[src/rtl/mem_port_arbiter.sv]
// Round-robin arbiter that lets two cache controllers share one main-memory line port.
// Only one transaction is outstanding at a time, and every output is registered.
module mem_port_arbiter #(
  parameter int ADDR_W         = 32,
  parameter int LINE_W         = 128,
  parameter int TIMEOUT_CYCLES = 1024
) (
  input  logic              clk,
  input  logic              rst_n,
  input  logic              c0_mem_read,
  input  logic              c0_mem_write,
  input  logic [ADDR_W-1:0] c0_m_addr,
  input  logic [LINE_W-1:0] c0_m_w_data,
  output logic [LINE_W-1:0] c0_m_r_data,
  output logic              c0_ack,
  input  logic              c1_mem_read,
  input  logic              c1_mem_write,
  input  logic [ADDR_W-1:0] c1_m_addr,
  input  logic [LINE_W-1:0] c1_m_w_data,
  output logic [LINE_W-1:0] c1_m_r_data,
  output logic              c1_ack,
  output logic [ADDR_W-1:0] m_addr,
  output logic [LINE_W-1:0] m_w_data,
  output logic              mem_read,
  output logic              mem_write,
  input  logic [LINE_W-1:0] m_r_data,
  input  logic              main_mem_ack,
  output logic              grant,
  output logic              busy,
  output logic              timeout_err
);

  // state | meaning
  // IDLE  | sample requests and grant one
  // BUSY  | strobe held, waiting for main_mem_ack or watchdog expiry
  // DONE  | ack cycle; requests ignored so the winner can drop its level
  typedef enum logic [1:0] {IDLE, BUSY, DONE} state_t;

  localparam int WD_W = (TIMEOUT_CYCLES < 2) ? 1 : $clog2(TIMEOUT_CYCLES);
  localparam bit WD_EN = (TIMEOUT_CYCLES != 0);
  localparam logic [WD_W-1:0] WD_LAST = WD_W'((TIMEOUT_CYCLES > 0) ? TIMEOUT_CYCLES - 1 : 0);

  state_t            state_q;
  logic              last_q;
  logic [WD_W-1:0]   wd_q;
  logic [ADDR_W-1:0] m_addr_q;
  logic [LINE_W-1:0] m_w_data_q;
  logic [LINE_W-1:0] c0_r_data_q;
  logic [LINE_W-1:0] c1_r_data_q;
  logic              mem_read_q;
  logic              mem_write_q;
  logic              c0_ack_q;
  logic              c1_ack_q;
  logic              grant_q;
  logic              busy_q;
  logic              timeout_err_q;

  logic pend0;
  logic pend1;
  logic sel_d;
  logic sel_wr_d;
  logic wd_expired;

  assign pend0      = c0_mem_read | c0_mem_write;
  assign pend1      = c1_mem_read | c1_mem_write;
  // On a tie the requester that was not served last wins.
  assign sel_d      = (pend0 & pend1) ? ~last_q : pend1;
  assign sel_wr_d   = sel_d ? c1_mem_write : c0_mem_write;
  assign wd_expired = WD_EN && (wd_q == WD_LAST);

  always_ff @(posedge clk or negedge rst_n) begin
    if (!rst_n) begin
      state_q       <= IDLE;
      last_q        <= 1'b1;
      wd_q          <= '0;
      m_addr_q      <= '0;
      m_w_data_q    <= '0;
      c0_r_data_q   <= '0;
      c1_r_data_q   <= '0;
      mem_read_q    <= 1'b0;
      mem_write_q   <= 1'b0;
      c0_ack_q      <= 1'b0;
      c1_ack_q      <= 1'b0;
      grant_q       <= 1'b0;
      busy_q        <= 1'b0;
      timeout_err_q <= 1'b0;
    end else begin
      c0_ack_q <= 1'b0;
      c1_ack_q <= 1'b0;
      case (state_q)
        IDLE: begin
          if (pend0 | pend1) begin
            grant_q     <= sel_d;
            m_addr_q    <= sel_d ? c1_m_addr : c0_m_addr;
            m_w_data_q  <= sel_d ? c1_m_w_data : c0_m_w_data;
            mem_write_q <= sel_wr_d;
            mem_read_q  <= ~sel_wr_d;
            busy_q      <= 1'b1;
            wd_q        <= '0;
            state_q     <= BUSY;
          end
        end
        BUSY: begin
          if (main_mem_ack | wd_expired) begin
            mem_read_q  <= 1'b0;
            mem_write_q <= 1'b0;
            busy_q      <= 1'b0;
            last_q      <= grant_q;
            state_q     <= DONE;
            if (grant_q) c1_ack_q <= 1'b1;
            else         c0_ack_q <= 1'b1;
            // A real ack wins over a watchdog expiry landing on the same edge.
            if (!main_mem_ack) begin
              timeout_err_q <= 1'b1;
              if (grant_q) c1_r_data_q <= '0;
              else         c0_r_data_q <= '0;
            end else if (mem_read_q) begin
              if (grant_q) c1_r_data_q <= m_r_data;
              else         c0_r_data_q <= m_r_data;
            end
          end else begin
            wd_q <= wd_q + 1'b1;
          end
        end
        DONE:    state_q <= IDLE;
        default: state_q <= IDLE;
      endcase
    end
  end

  assign c0_m_r_data = c0_r_data_q;
  assign c1_m_r_data = c1_r_data_q;
  assign c0_ack      = c0_ack_q;
  assign c1_ack      = c1_ack_q;
  assign m_addr      = m_addr_q;
  assign m_w_data    = m_w_data_q;
  assign mem_read    = mem_read_q;
  assign mem_write   = mem_write_q;
  assign grant       = grant_q;
  assign busy        = busy_q;
  assign timeout_err = timeout_err_q;

endmodule

[config.mk]
export PLATFORM = sky130hd
export DESIGN_NAME = mem_port_arbiter
export DESIGN_NICKNAME = d
export VERILOG_FILES = /design/src/rtl/mem_port_arbiter.sv
export SDC_FILE = /design/constraint.sdc
export NUM_CORES = 1
export LEC_CHECK = 0
export CORE_AREA = 2 2 344 346
export CTS_BUF_LIST = sky130_fd_sc_hd__clkbuf_8 sky130_fd_sc_hd__clkbuf_16
export CTS_CLUSTER_DIAMETER = 150
export DETAILED_ROUTE_END_ITERATION = 10
export DIE_AREA = 0 0 346 348
export GPL_ROUTABILITY_DRIVEN = 0
export SLEW_MARGIN = 20
export SYNTH_ARGS = -nofsm -noshare
export SYNTH_HDL_FRONTEND = slang
export SYNTH_SLANG_ARGS = --single-unit
export TNS_END_PERCENT = 30
[constraint.sdc]
create_clock -name clk -period 1.8 [get_ports clk]
set_input_delay 0.36 -clock clk [delete_from_list [all_inputs] [get_ports clk]]
set_output_delay 0.36 -clock clk [all_outputs]
set_load 0.01 [all_outputs]
==> results.yml, run 1 <==
clocking:
  cts_tree: "yes"
  cts_num_sinks: 436
  cts_inserted_buffers: 52
  clk_latency_ps: 620
  path_clk_slew_ps: 60
  htreeDepth: 2
  cts_buffer_depth: 3
  root_buffer: "clkbuf_16"
timing:
  fmax_mhz: 509
  setup_viol: 460
  final_max_slew_viol_count: 0
  fin_crit_sh: 1.09
  relSlewSlack: 0.584
  final.setup.worst_slack_ps: -166
  worst_clock_skew_ps: 29.3
  finalHoldViolCount: 0
  rsz0062_at_grt: "yes"
  holdWs_ps: 256
  worst_pin_slew_ps: 623
  fin_crit_ps: 1970
critical_path:
  path_cells: "ha_4 > nand3_4 > nor4b_4 > buf_4 > buf_4 > o21ai_4 > buf_12 > a32o_1"
  cp-endpoint: "c0_m_r_data[54]$_DFFE_PN0P_"
  critPathMostFrequentCell: "buf_4"
  r2r_end: "c0_m_r_data[54]$_DFFE_PN0P_"
  crit_cells: 8
  crit_family: "buffers and inverters"
  crit_buf_inv: 3
  critPathLaunch: "wd_q[1]$_DFFE_PN0P_"
  worst-setup-path-type: "reg2reg"
  slowest_delay_ps: 400
  crit_path_end_kind: "flip-flop"
  r2r_start: "wd_q[1]$_DFFE_PN0P_"
  start_kind: "flip-flop"
  critPathRequiredTime_ps: 2280
  r2r_cells: 8
  crit_slowest_cell: "dfrtp_1"
  cp_max_fo: 37
  rrSetupSlack_ps: -170
  crit_arrival_ps: 2450
logic_synthesis:
  synthFlopType: "dfrtp_1"
  syn_avg_cell_area_um2: 12.6
  synth_cell_type_count: 47
  synth_enable_flop_cells: 0
  async_flop_share: 1.00
  syn_area_mm2: 0.0177
  ys_seq_area_frac: 0.617
  netlist_instances: 1408
  yosysWarnings: 0
  synth_nets: 1864
  yosys_register_bits: 436
global_route:
  grt_pass1_wl_um: 125000
  grt.met2_usage: 0.246
  track_usage: 0.145
  grt_max_degree: 73
  use_met3: 0.0404
  busiest_layer: "met2"
  grt-ovfl-total: 0
  use_met1: 0.184
  antenna_found_initial: 34
  grt_pass1_vias: 16115
drt:
  drc: 0
  viasPerCell: 4.09
  drtIter0Drc: 908
  dr.pass1.iters: 5
  ant_nets: 0
  wire_per_inst_um: 23.2
  wl_um: 91700
  vias: 16125
placed_design:
  numPortBuffers: 877
  dp_hpwl_um: 73200
job:
  drv_cap: 0
floorplanning:
  io_pins: 878
  start_util: 0.151
  fp.coreArea_mm2: 0.117
  die_area_mm2: 0.120
  placementRows: 126
  fp.dieH_um: 348
  fp.dieW_um: 346
layout:
  nNetsFinal: 2820
  mostFrequentLayoutCells: "clkdlybuf4s50_1, dfrtp_1, a32o_1, nand2_1, o21ai_0"
  fin_util: 0.269
  drive_gt1_frac: 0.127
  area_delta_synth_final_pct: 77.7
  layout.cells.most_common: "clkdlybuf4s50_1"
pwr:
  p_leak_nw: 13.7
  peakVddDrop_mv: 0.755
  powerDensity_mw_per_mm2: 1670
min_path:
  worstHoldPathType: "in2async"
outcome:
  violations: "negative setup slack"
  status: "complete, but fails checks"
power by group:
group | internal, W | total [W] | leakage (nW) | switching (W)
registers | 0.0143 | 0.0170 | 5.47 | 0.00270
clock network | 0.00721 | 0.0116 | 0.975 | 0.00439
logic | 0.0118 | 0.0238 | 7.27 | 0.0120
what timing repair did:
item	in CTS	in global routing
endpoints found under the setup margin	669	482
gates cloned	5	2
gates resized for setup	312	6
buffers inserted	7	3
hold buffers	1	0
hold endpoints to repair	89	0
pin swaps	5	1
cells in the mapped netlist (2+ instances only):
master      n  area (um^2)
nand3_1     6         30.0
o21ai_2     2         17.5
a31oi_1     4         25.0
dfrtp_1   435        10900
o21ai_0   170          851
buf_1       7         26.3
nand2_1   181          679
nor2_1      6         22.5
o22ai_1     6         37.5
nor3_1      2         10.0
o211ai_1    2         15.0
a32o_1    252         2520
a21o_1      2         15.0
nor4_1      2         12.5
a21oi_1     2         10.0
o22a_1      2         17.5
buf_6       8         90.1
clkbuf_1   71          267
buf_4       3         22.5
mux2i_1   161         1610
inv_1       9         33.8
buf_2      48          240
and2_1      3         18.8
sequential cells by signal, indices dropped and copies added, names as in the netlist:
signal and cells:
busy 1, c0_ack 1, c0_m_r_data 128, c1_ack 1
c1_m_r_data 128, grant 1, last_q 1, m_addr 32
m_w_data 128, mem_read 1, mem_write 1, state_q 2
timeout_err 1, wd_q 10
metal layers:
metal / routed length [um] / vias up
met1: 39100 / 8026
met4: 2000 / 12
met5: 75 / -
li1: - / 7294
met2: 44100 / 666
met3: 6440 / 127
logic make-up after synthesis:
logic type	share of synthesized area
adder cells (fa/ha/maj)	0.000708
multiplexers	0.0911
AO/OA/AOI/OAI	0.203
flip-flops	0.617
XOR/XNOR	0.000495
buffers and inverters	0.0384
AND/OR/NAND/NOR	0.0494
through the flow:
| stage | setup slack, ps | instance area [um^2] | std cells | total power [W] | setup TNS (ps) |
|---|---|---|---|---|---|
| 3_5_place_dp | -463 | 29300 | 3830 | 0.0427 | -166880 |
| 5_1_grt | -279 | 31400 | 3946 | 0.0554 | -89240 |
| 2_1_floorplan | 23.3 | 17700 | 1408 | 0.0263 | 0 |
| 6_report | -166 | 31400 | 3947 | 0.0523 | -40080 |
| 4_1_cts | -216 | 31400 | 3940 | 0.0533 | -62310 |
| 3_3_place_gp | -461 | 29300 | 3830 | 0.0423 | -160330 |
how the worst min path moves through the flow:
| stage | end | slack (ps) |
|---|---|---|
| after CTS | c0_m_r_data[29]$_DFFE_PN0P_ | 210 |
| after global placement | c0_m_r_data[123]$_DFFE_PN0P_ | 290 |
| after floorplan | busy$_DFFE_PN0P_ | 60 |
| final | c1_m_r_data[120]$_DFFE_PN0P_ | 260 |
| after global routing | c0_m_r_data[123]$_DFFE_PN0P_ | 220 |
| after detailed placement | c0_m_r_data[123]$_DFFE_PN0P_ | 300 |
final cells by class:
class                      count  area (um^2)
inverter                       9         33.8
timing repair buffer        1039        10400
fill                       12373        85600
sequential                   436        10900
clock inverter                21          278
antenna                        4         10.0
clock buffer                  76         1650
multi-input combinational    826         6160
tap                         1536         1920
(Power assumes the default switching activity.)
==> run 2: changes to the inputs <==
CAP_MARGIN = 20   (was not set)
CORE_AREA = 2 2 345 347   (was 2 2 344 346)
DIE_AREA = 0 0 347 349   (was 0 0 346 348)
clock period = 2.33 ns   (was 1.8 ns; I/O delays follow)
==> run 2 against run 1 <==
  * The flow now finishes without violations
  * Total power is 23% lower
  * Sequential power is 22% lower
  * First-iteration DRC count is 5.0% lower
  * Register-to-register slack better by 320 ps
  * Largest cell class unchanged
==> results.yml, run 2 (synthesis gave the netlist of run 1 again) <==
critical_path:
  path_cells: "clkdlybuf4s50_1"
  crit_arrival_ps: 1720
  slowest_delay_ps: 750
  crit_family: "buffers and inverters"
  crit_buf_inv: 1
  crit_slowest_cell: "clkdlybuf4s50_1"
  start_kind: "flip-flop"
  worst-setup-path-type: "reg2out"
  critPathRequiredTime_ps: 1860
  crit_path_end_kind: "primary output"
  cp_max_fo: 2
global_route:
  track_usage: 0.143
  grt-ovfl-total: 0
  grt_max_degree: 147
  grt_pass1_wl_um: 125000
  grt_pass1_vias: 15920
  antenna_found_initial: 27
clocking:
  clk_latency_ps: 620
  cts_buffer_depth: 3
  cts_num_sinks: 436
  cts_inserted_buffers: 52
  root_buffer: "clkbuf_16"
  htreeDepth: 2
  path_clk_slew_ps: 60
  post_cts_buffers: 0
  cts_tree: "yes"
timing:
  final_max_slew_viol_count: 0
  fmax_mhz: 457
  finalHoldViolCount: 0
  fin_crit_ps: 2190
  holdWs_ps: 452
  worst_clock_skew_ps: 26.6
  rsz0062_at_grt: "no"
  relSlewSlack: 0.468
  setup_viol: 0
  fin_crit_sh: 0.938
  tns_ps: 0
  final.setup.worst_slack_ps: 144
  worst_pin_slew_ps: 798
drt:
  drc: 0
  drtIter0Drc: 863
  ant_nets: 0
  wl_um: 90600
  viasPerCell: 4.08
  dr.pass1.iters: 5
  wire_per_inst_um: 23.5
  vias: 15750
outcome:
  status: "completed"
floorplanning:
  placementRows: 126
  io_pins: 878
  fp.dieH_um: 349
  fp.dieW_um: 347
  start_util: 0.151
  die_area_mm2: 0.121
  fp.coreArea_mm2: 0.117
placed_design:
  dp_slack_ps: -53.3
  numPortBuffers: 877
  placed_area_mm2: 0.0288
  place_inst: 3762
  dp_hpwl_um: 72600
layout:
  final_area_mm2: 0.0305
  nNetsFinal: 2737
  mostFrequentLayoutCells: "clkdlybuf4s50_1, dfrtp_1, a32o_1, nand2_1, o21ai_0"
  area_delta_synth_final_pct: 72.3
  layout.cells.non_filler: 3860
  layout.cells.most_common: "clkdlybuf4s50_1"
  drive_gt1_frac: 0.0715
job:
  drv_cap: 0
pwr:
  powerDensity_mw_per_mm2: 1320
  p_leak_nw: 12.7
  peakVddDrop_mv: 0.619
min_path:
  worstHoldPathType: "in2async"
## run 2: cell count changes in the layout (fill, tap and decap cells not counted), sizes merged
| cell | before | now |
|---|---|---|
| dlygate4sd2 | 155 | 4 |
| clkbuf | 77 | 60 |
| buf | 166 | 80 |
| clkdlybuf4s50 | 661 | 871 |
| bufinv | 6 | 4 |
| clkinv | 7 | 6 |
| clkdlybuf4s15 | 55 | 0 |
| inv | 16 | 32 |
| diode | 4 | 3 |
## run 2: cell type report
class	instances	area [um^2]
fill	12331	87000
antenna	3	7.51
clock buffer	60	1410
sequential	436	10900
tap	1536	1920
inverter	9	33.8
timing repair buffer	956	9770
multi-input combinational	826	6130
clock inverter	34	275
## run 2: per-stage QoR
stage	utilization	total power, W
finish	0.259	0.0402
global route	0.259	0.0426
CTS	0.259	0.0410
detailed placement	0.245	0.0326
global placement	0.245	0.0324
floorplan	-	0.0203
## run 2: path summary, 6_finish.rpt
kind / endpoint / start / slack (ps) / depth (start not counted)
setup reg to reg: c0_m_r_data[25]$_DFFE_PN0P_ / wd_q[0]$_DFFE_PN0P_ / 150 / 7
max in group asynchronous: m_w_data[102]$_DFFE_PN0P_ / rst_n / 1100 / 3
hold reg to reg: timeout_err$_DFFE_PN0P_ / timeout_err$_DFFE_PN0P_ / 460 / 1
min in group clk: timeout_err$_DFFE_PN0P_ / timeout_err$_DFFE_PN0P_ / 460 / 1
setup / recovery: m_w_data[29] / m_w_data[29]$_DFFE_PN0P_ / 140 / 1
hold / removal: c1_m_r_data[67]$_DFFE_PN0P_ / rst_n / 450 / 2
## run 2: power by group
| part | switching (W) | internal [W] | leakage (nW) | total [W] |
|---|---|---|---|---|
| clock network | 0.00340 | 0.00474 | 0.901 | 0.00815 |
| logic | 0.00910 | 0.00973 | 6.33 | 0.0188 |
| registers | 0.00224 | 0.0110 | 5.47 | 0.0133 |
| total | 0.0147 | 0.0255 | 12.7 | 0.0402 |
## run 2: per-layer routing
metal	wire, um	global-route usage	vias to the layer above	part of all wire
met1	39000	0.183	7886	0.43
met3	6010	0.0387	123	0.066
met2	43500	0.241	618	0.48
met5	78	0	-	0.00086
met4	2020	0.0316	12	0.022
li1	-	-	7111	-
## run 2: what timing repair did
item / CTS / global route
endpoints found under the hold margin: 40 / 0
setup endpoints to repair: 4 / 0
hold buffers: 1 / 0
resized for setup: 4 / 0
==> run 3: changes to the inputs <==
SETUP_SLACK_MARGIN = 0.5   (was not set)
==> run 3 against run 2 <==
  * Final cell count increased by 2.4%
  * Largest cell class is now buffers
  * Final area increased by 5.0%
  * Register-to-register slack improved by 150 ps
  * Critical path type is now reg2reg
  * Critical path depth increased by 8
  * Clock skew decreased by 13 ps
==> results.yml, run 3 (synthesis gave the netlist of run 1 again) <==
outcome:
  status: "completed"
layout:
  fin_util: 0.272
  drive_gt1_frac: 0.150
  layout.cells.most_common: "clkdlybuf4s50_1"
  area_delta_synth_final_pct: 80.9
  mostFrequentLayoutCells: "clkdlybuf4s50_1, dfrtp_1, a32o_1, nand2_1, o21ai_0"
  nNetsFinal: 2823
  nFillCells: 12248
global_route:
  grt_max_degree: 165
  grt-ovfl-total: 0
  grt_pass1_wl_um: 128000
  grt_pass1_vias: 16146
  antenna_found_initial: 30
  track_usage: 0.149
timing:
  rsz0062_at_grt: "yes"
  relSlewSlack: 0.547
  final_max_slew_viol_count: 0
  fmax_mhz: 493
  worst_clock_skew_ps: 13.3
  final.setup.worst_slack_ps: 302
  holdWs_ps: 355
  fin_crit_ps: 2030
  fin_crit_sh: 0.870
  setup_viol: 0
  finalHoldViolCount: 0
  worst_pin_slew_ps: 680
pwr:
  p_comb_frac: 0.465
  internal_power_w: 0.0257
  total_power_w: 0.0406
  pwr-share-clk: 0.210
  power_switching_w: 0.0150
  seqPwrFrac: 0.325
  p_leak_nw: 14.2
  switching_share: 0.369
  peakVddDrop_mv: 0.812
  powerDensity_mw_per_mm2: 1270
critical_path:
  r2r_start: "wd_q[1]$_DFFE_PN0P_"
  crit_slowest_cell: "dfrtp_1"
  worst-setup-path-type: "reg2reg"
  r2r_end: "c1_m_r_data[42]$_DFFE_PN0P_"
  rrSetupSlack_ps: 300
  critPathLaunch: "wd_q[1]$_DFFE_PN0P_"
  crit_family: "buffers and inverters"
  slowest_delay_ps: 400
  critPathRequiredTime_ps: 2830
  crit_arrival_ps: 2530
  cp_max_fo: 7
  start_kind: "flip-flop"
  crit_path_end_kind: "flip-flop"
  cp-endpoint: "c1_m_r_data[42]$_DFFE_PN0P_"
  crit_buf_inv: 4
  crit_cells: 9
  r2r_cells: 9
  path_cells: "ha_4 > nand3_4 > nor4b_4 > buf_4 > o21ai_4 > buf_12 > buf_16 > bufbuf_16 > a32o_1"
drt:
  wl_um: 94700
  wl_met2_um: 46300
  wl_met1_um: 38700
  wire_per_inst_um: 23.9
  vias: 16349
  drtIter0Drc: 1074
  dr.max_layer_used: "met5"
  viasPerCell: 4.14
  dr.pass1.iters: 5
  drc: 0
  met3_length_um: 7500
  ant_nets: 0
floorplanning:
  start_util: 0.151
  fp.dieW_um: 347
  fp.dieH_um: 349
  die_area_mm2: 0.121
  fp.coreArea_mm2: 0.117
  placementRows: 126
  io_pins: 878
placed_design:
  dp_hpwl_um: 74000
  numPortBuffers: 877
  dp_slack_ps: -88.7
clocking:
  cts_buffer_depth: 3
  cts_tree: "yes"
  cts_inserted_buffers: 52
  htreeDepth: 2
  cts_num_sinks: 436
  path_clk_slew_ps: 60
  clk_latency_ps: 620
  root_buffer: "clkbuf_16"
min_path:
  worstHoldPathType: "in2async"
job:
  drv_cap: 0
[run 3: cell count changes in the layout (fill, tap and decap cells not counted), moves of 8 or more]
| cell | before | now |
|---|---|---|
| buf_12 | 32 | 41 |
| buf_16 | 0 | 21 |
| buf_2 | 0 | 26 |
| buf_4 | 47 | 89 |
| clkbuf_16 | 52 | 60 |
| clkdlybuf4s15_2 | 0 | 53 |
| clkdlybuf4s50_1 | 871 | 687 |
| dlygate4sd2_1 | 4 | 69 |
| dlymetal6s2s_1 | 0 | 32 |
| inv_1 | 28 | 16 |
[run 3: what timing repair did]
action,CTS,global route
gates cloned,20,6
hold buffers,1,0
setup endpoints to repair,672,589
gates resized for setup,412,46
hold endpoints to repair,25,0
buffers inserted,21,8
pin swaps,7,1
[run 3: layout make-up]
class,instances,area (um^2),area share
well taps,1536,1920,0.0601
flip-flops and latches,436,10900,0.341
repair buffers,1042,11100,0.347
diodes,6,15.0,0.000470
multi-input cells,826,6170,0.193
clock buffers,66,1520,0.0474
inverters,9,33.8,0.00106
clock inverters,32,295,0.00923
[run 3: stage by stage]
step	cells	area (um^2)	TNS [ps]
after floorplan	1408	17700	0
after global placement	3793	29000	-6590
after detailed placement	3793	29000	-11610
after CTS	3933	31700	0
after global routing	3948	32000	0
final	3953	32000	0
[run 3: power groups by stage]
stage               clock, W  combinational [W]  sequential [W]
floorplan                  0            0.00587          0.0145
global placement           0             0.0192          0.0132
detailed placement         0             0.0193          0.0134
CTS                  0.00875             0.0193          0.0132
global route         0.00903             0.0203          0.0136
finish               0.00851             0.0189          0.0132
[run 3: worst min-delay path by stage]
| stage | from | endpoint | slack [ps] | depth (start not counted) |
|---|---|---|---|---|
| 5_1_grt | rst_n | c0_m_r_data[12]$_DFFE_PN0P_ | 350 | 2 |
| 3_3_place_gp | rst_n | c0_m_r_data[12]$_DFFE_PN0P_ | 410 | 1 |
| 6_report | rst_n | c0_m_r_data[12]$_DFFE_PN0P_ | 360 | 2 |
| 2_1_floorplan | rst_n | busy$_DFFE_PN0P_ | 170 | 0 |
| 4_1_cts | rst_n | c0_m_r_data[12]$_DFFE_PN0P_ | 320 | 2 |
| 3_5_place_dp | rst_n | c0_m_r_data[12]$_DFFE_PN0P_ | 410 | 1 |
[run 3: metal layers]
metal	vias to the layer above	track usage
met4	18	0.0390
met1	8145	0.183
met5	-	0
met3	131	0.0427
li1	7317	-
met2	738	0.253
